`src/rtl/div_pkg.sv`:
```
// Shared types and constants for the multi-cycle divider co-unit.
package div_pkg;

  localparam int unsigned RegBus       = 32;
  localparam int unsigned DoubleRegBus = 2 * RegBus;

  localparam logic DivStart          = 1'b1;
  localparam logic DivStop           = 1'b0;
  localparam logic DivResultReady    = 1'b1;
  localparam logic DivResultNotReady = 1'b0;

  typedef enum logic [1:0] {
    DivFree   = 2'b00,
    DivByZero = 2'b01,
    DivOn     = 2'b10,
    DivEnd    = 2'b11
  } div_state_e;

endpackage

```
`src/rtl/div_if.sv`:
```
// EX <-> divider request/result bundle; EX is the master.
interface div_if #(
  parameter int unsigned WIDTH = div_pkg::RegBus
);
  logic               signed_div_i;
  logic [WIDTH-1:0]   opdata1_i;
  logic [WIDTH-1:0]   opdata2_i;
  logic               start_i;
  logic               annul_i;
  logic [2*WIDTH-1:0] result_o;
  logic               ready_o;

  modport master (
    output signed_div_i, opdata1_i, opdata2_i, start_i, annul_i,
    input  result_o, ready_o
  );

  modport slave (
    input  signed_div_i, opdata1_i, opdata2_i, start_i, annul_i,
    output result_o, ready_o
  );
endinterface

```
`src/rtl/div_abs.sv`:
```
// Conditional two's-complement negate; used for operand magnitudes and result sign fix-up.
module div_abs #(
  parameter int unsigned WIDTH = 32
) (
  input  logic             neg_i,
  input  logic [WIDTH-1:0] data_i,
  output logic [WIDTH-1:0] data_o
);
  always_comb begin
    data_o = neg_i ? (~data_i + {{(WIDTH-1){1'b0}}, 1'b1}) : data_i;
  end
endmodule

```
`src/rtl/div.sv`:
```
// Radix-2 restoring divider, one quotient bit per clock, optional signed operation.
// Result is {remainder, quotient}; ready_o is held until EX drops start_i.
module div
  import div_pkg::*;
#(
  parameter int unsigned WIDTH = RegBus,
  parameter int unsigned CNT_W = 6
) (
  input logic  clk,
  input logic  rst,
  div_if.slave bus
);

  div_state_e         state_q;
  logic [CNT_W-1:0]   cnt_q;
  logic [2*WIDTH-1:0] dividend_q;  // {partial remainder, dividend bits / quotient bits}
  logic [WIDTH-1:0]   divisor_q;
  logic               signed_q;
  logic               sign1_q;
  logic               sign2_q;

  logic [WIDTH-1:0]   mag1;
  logic [WIDTH-1:0]   mag2;
  logic [WIDTH-1:0]   quo_fix;
  logic [WIDTH-1:0]   rem_fix;
  logic [WIDTH:0]     trial;
  logic [2*WIDTH-1:0] dividend_step;

  div_abs #(.WIDTH(WIDTH)) u_abs_op1 (
    .neg_i  (bus.signed_div_i & bus.opdata1_i[WIDTH-1]),
    .data_i (bus.opdata1_i),
    .data_o (mag1)
  );

  div_abs #(.WIDTH(WIDTH)) u_abs_op2 (
    .neg_i  (bus.signed_div_i & bus.opdata2_i[WIDTH-1]),
    .data_i (bus.opdata2_i),
    .data_o (mag2)
  );

  div_abs #(.WIDTH(WIDTH)) u_fix_quo (
    .neg_i  (signed_q & (sign1_q ^ sign2_q)),
    .data_i (dividend_q[WIDTH-1:0]),
    .data_o (quo_fix)
  );

  // Remainder takes the sign of the dividend.
  div_abs #(.WIDTH(WIDTH)) u_fix_rem (
    .neg_i  (signed_q & sign1_q),
    .data_i (dividend_q[2*WIDTH-1:WIDTH]),
    .data_o (rem_fix)
  );

  // The partial remainder stays below the divisor, so WIDTH+1 bits never overflow.
  always_comb begin
    trial = {dividend_q[2*WIDTH-1:WIDTH], dividend_q[WIDTH-1]} - {1'b0, divisor_q};
    if (trial[WIDTH]) begin
      dividend_step = {dividend_q[2*WIDTH-2:0], 1'b0};
    end else begin
      dividend_step = {trial[WIDTH-1:0], dividend_q[WIDTH-2:0], 1'b1};
    end
  end

  always_ff @(posedge clk) begin
    if (rst) begin
      state_q      <= DivFree;
      cnt_q        <= '0;
      dividend_q   <= '0;
      divisor_q    <= '0;
      signed_q     <= 1'b0;
      sign1_q      <= 1'b0;
      sign2_q      <= 1'b0;
      bus.result_o <= '0;
      bus.ready_o  <= DivResultNotReady;
    end else begin
      case (state_q)
        DivFree: begin
          bus.ready_o  <= DivResultNotReady;
          bus.result_o <= '0;
          if (bus.start_i == DivStart && !bus.annul_i) begin
            state_q    <= (bus.opdata2_i == '0) ? DivByZero : DivOn;
            cnt_q      <= '0;
            dividend_q <= {{WIDTH{1'b0}}, mag1};
            divisor_q  <= mag2;
            signed_q   <= bus.signed_div_i;
            sign1_q    <= bus.opdata1_i[WIDTH-1];
            sign2_q    <= bus.opdata2_i[WIDTH-1];
          end
        end
        DivByZero: begin
          state_q      <= DivEnd;
          dividend_q   <= '0;
          bus.result_o <= '0;
          bus.ready_o  <= DivResultReady;
        end
        DivOn: begin
          if (bus.annul_i) begin
            state_q <= DivFree;
          end else if (cnt_q == CNT_W'(WIDTH)) begin
            state_q      <= DivEnd;
            bus.result_o <= {rem_fix, quo_fix};
            bus.ready_o  <= DivResultReady;
          end else begin
            dividend_q <= dividend_step;
            cnt_q      <= cnt_q + 1'b1;
          end
        end
        DivEnd: begin
          if (bus.start_i == DivStop) begin
            state_q      <= DivFree;
            bus.result_o <= '0;
            bus.ready_o  <= DivResultNotReady;
          end
        end
        default: state_q <= DivFree;
      endcase
    end
  end

endmodule

```
`src/flat_wrapper.sv`:
```
// flat-port wrapper written by rule: the top's interface ports become plain ports
module div_flat import div_pkg::*;
#(
  parameter int unsigned WIDTH = RegBus,
  parameter int unsigned CNT_W = 6
)
  (clk, rst, bus_signed_div_i, bus_opdata1_i, bus_opdata2_i, bus_start_i, bus_annul_i, bus_result_o, bus_ready_o);
  div_if #(.WIDTH(WIDTH)) bus_i ();
  input logic clk;
  input logic rst;
  input wire logic [$bits(bus_i.signed_div_i)-1:0] bus_signed_div_i;
  input wire logic [$bits(bus_i.opdata1_i)-1:0] bus_opdata1_i;
  input wire logic [$bits(bus_i.opdata2_i)-1:0] bus_opdata2_i;
  input wire logic [$bits(bus_i.start_i)-1:0] bus_start_i;
  input wire logic [$bits(bus_i.annul_i)-1:0] bus_annul_i;
  output wire logic [$bits(bus_i.result_o)-1:0] bus_result_o;
  output wire logic [$bits(bus_i.ready_o)-1:0] bus_ready_o;
  assign bus_i.signed_div_i = bus_signed_div_i;
  assign bus_i.opdata1_i = bus_opdata1_i;
  assign bus_i.opdata2_i = bus_opdata2_i;
  assign bus_i.start_i = bus_start_i;
  assign bus_i.annul_i = bus_annul_i;
  assign bus_result_o = bus_i.result_o;
  assign bus_ready_o = bus_i.ready_o;
  div #(.WIDTH(WIDTH), .CNT_W(CNT_W)) u_core (.clk(clk), .rst(rst), .bus(bus_i));
endmodule
```
`config.mk`:
```
export PLATFORM = sky130hd
export DESIGN_NAME = div_flat
export DESIGN_NICKNAME = d
export VERILOG_FILES = /design/src/rtl/div_pkg.sv /design/src/rtl/div_if.sv /design/src/rtl/div_abs.sv /design/src/rtl/div.sv /design/src/flat_wrapper.sv
export SDC_FILE = /design/constraint.sdc
export NUM_CORES = 1
export LEC_CHECK = 0
export BUFFER_PORTS_ARGS = -buffer_cell sky130_fd_sc_hd__buf_2
export CORE_MARGIN = 10
export CORE_UTILIZATION = 55
export CTS_CLUSTER_SIZE = 25
export DETAILED_ROUTE_END_ITERATION = 7
export PLACE_DENSITY = 0.72
export SETUP_SLACK_MARGIN = 0.3
export SYNTH_ARGS = -nofsm -noshare
export SYNTH_HDL_FRONTEND = slang
export SYNTH_SLANG_ARGS = --single-unit
```
`constraint.sdc`:
```
create_clock -name clk -period 4.4 [get_ports clk]
set_clock_uncertainty 0.1 [all_clocks]
set_input_delay 0.66 -clock clk [delete_from_list [all_inputs] [get_ports clk]]
set_output_delay 0.66 -clock clk [all_outputs]
set_load 0.05 [all_outputs]
```
==> results.md <==
- Most frequent cell after synthesis: nor2_1
- GRT Resource Usage Total: 25.28%
- Mapped Avg Cell Area: 7.547 um^2
- Layer with the highest usage: met2
- CP Class: reg -> reg
- Skew-Pair Late Insertion Delay: 0.44 ns
- Leakage: 0.005057 uW
- Max_slew headroom: 37.45%
- Synthesis Warnings: 0
- Post-Syn Area: 11300 um^2
- Post-route insts no fill: 1858
- Tightest Pin Transition: 0.9360 ns
- Flops & latches, synth: 172
- Status: finished clean
- # port buffers: 133
- Worst path required time: 4.57 ns
- Hold buffer count at cts: 0
- Cell Rows: 52
- CTS tree: built
- Kind of end point of the critical path: register
- Met3 Use GR: 5.739%
- Detailed Routing Iterations Pass 1: 5
- Peak VDD IR: 0.0005063 V
- Placed cells: 1826
- Cell Pwr Density: 487.5 nW/um^2
- Final Util: 62.95%
- Vias in the first global route: 10550
- GRT overflow: 0
- Placed Area: 12120 um^2
- Cell taking the most area after synthesis: dfxtp_1
- Design Area, Final: 12740 um^2
- Clock-pin slew on the worst setup and hold paths: 0.08 ns
- Setup violators final: 0
- Unrepaired setup endpoints after global routing: false
- Post-synthesis async set-or-reset flop share: 0%
- Post-synth EDFFs: 0
- Core footprint: 20230 um^2
- Most frequent cells after synthesis: nor2_1, dfxtp_1, nand2_1
- Global-route track usage on met1: 35.43%
- CTS sink cnt: 172
- HP Class: reg -> reg
- Post-synthesis sequential area ratio: 30.48%
- Fmax: 289.1 MHz
- Die area: 26680 um^2
- Die X: 163.3 um
- Diodes inserted: 0
- Post-synth top area share: 30.48%
- Effective utilization at floorplan: 55.84%
- DR iter-0 viols: 954
- Post-route minimum period: 3.459 ns
- Post-synth net total: 1611
- Die Height: 163.3 um
- DRT antenna net count: 0
- Tot Pwr: 6210 uW
- Hpwl dp: 25990 um
- Ys flop type: dfxtp_1
- Critical path peak fanout: 20
- Pin count of the biggest net entering global routing: 64
- Maxcap violations: 0
- Met2 Use GR: 37.85%
- # Post-CTS Setup Buffers: 0
- Mapped Cells: 1497
- Netlist cell types: 64
- Final nets: 1689
- Setup TNS: 0 ns
- Area delta synth->final: 12.74%
- Via-per-instance ratio: 6.125
- Routed WL: 34770 um
- Initial antenna violation count: 0
- IO Count: 134
- CTS Buf Count: 17
- WL/cell: 18.71 um
- Final period utilization: 78.61%
- Longest Clk Path Bufs: 2
- Main area contributors after synthesis: dfxtp_1, nor2_1, xnor2_1
- WP data arrival: 3.63 ns
- DRC Markers: 0
- Pins Over Slew Limit: 0
- CTS resizes: 0
- Clk root buf: clkbuf_16
- Startpoint Class: register
- Final hold violation count: 0
- H-tree levels: 4
- Vias post-DR: 11380
- Share of cells above drive strength 1: 12.91%
- First-pass GRT wire length: 55210 um
- Placer congestion estimate: 0.9374
## final timing paths
| path | to | cells past startpoint | slack [ns] | startpoint |
|---|---|---|---|---|
| min reg2reg | u_core.bus.result_o[59] | 2 | 0.35 | u_core.bus.result_o[59] |
| max reg2reg | u_core.dividend_q[57] | 12 | 0.94 | u_core.dividend_q[31] |
| min | u_core.bus.result_o[59] | 2 | 0.35 | u_core.bus.result_o[59] |
| max | u_core.dividend_q[57] | 12 | 0.94 | u_core.dividend_q[31] |
## metal layers
metal | vias to the layer above | part of all wire (%) | wire length, um
met5 | - | 0 | 0
met3 | 47 | 7.7 | 2688
li1 | 5591 | - | -
met4 | 0 | 2.0 | 704
met1 | 5317 | 47 | 16420
met2 | 426 | 43 | 14960
## critical path: stages, from the launching register on
cell	delay [ns]
dfxtp_1	0.39
inv_1	0.08
ha_1	0.21
fa_1	0.39
nand2b_1	0.18
a21oi_1	0.23
o21a_1	0.23
nor4b_1	0.08
or3_1	0.37
and3_1	0.41
nor3_1	0.26
buf_4	0.23
o221ai_1	0.13
## logic make-up (layout without fill, tap and decap cells)
group,after synthesis,count (layout),synth area share (%)
AND/OR/NAND/NOR,518,518,21.13
XOR/XNOR,142,142,11.01
buffers and inverters,151,242,5.094
flip-flops,172,172,30.48
AO/OA/AOI/OAI,468,468,27.15
multiplexers,1,1,0.08860
adder cells (fa/ha/maj),45,45,5.050
## cell usage in the layout, fill, tap and decap left out, drive strengths merged, types with 22 or more instances in the layout
cell type,n
or3,22
nor3,30
inv,65
xor2,66
nand3,29
ha,44
o21ai,108
a21oi,118
nor2,179
nand2,155
dfxtp,172
a22oi,37
xnor2,76
buf,152
a211oi,37
o31ai,25
## state kept, by name (all words and copies together), names as in the netlist
signal	flops
u_core.sign1_q	1
u_core.state_q	2
u_core.divisor_q	32
u_core.sign2_q	1
u_core.dividend_q	64
u_core.bus.result_o	64
u_core.signed_q	1
u_core.cnt_q	6
u_core.bus.ready_o	1
## cell type report
cell class	count	area, um^2
clock inverter	15	188.9
timing repair buffer	152	810.8
multi-input combinational	1174	7313
inverter	58	217.7
fill	1842	7497
sequential	172	3443
clock buffer	17	425.4
tap	270	337.8
## where the power goes
group,switching (uW),internal (uW),total (uW)
clock network,766,777,1540
registers,278,1780,2060
logic,1740,861,2600
## stage by stage
step           hold WS (ns)  worst slack, ns
5_1_grt              0.3741           0.6206
4_1_cts              0.3564           0.9576
3_5_place_dp         0.3381           0.9973
2_1_floorplan        0.3319            1.344
3_3_place_gp         0.3315            1.036
6_report             0.3508           0.9412
(Power assumes the default switching activity.)
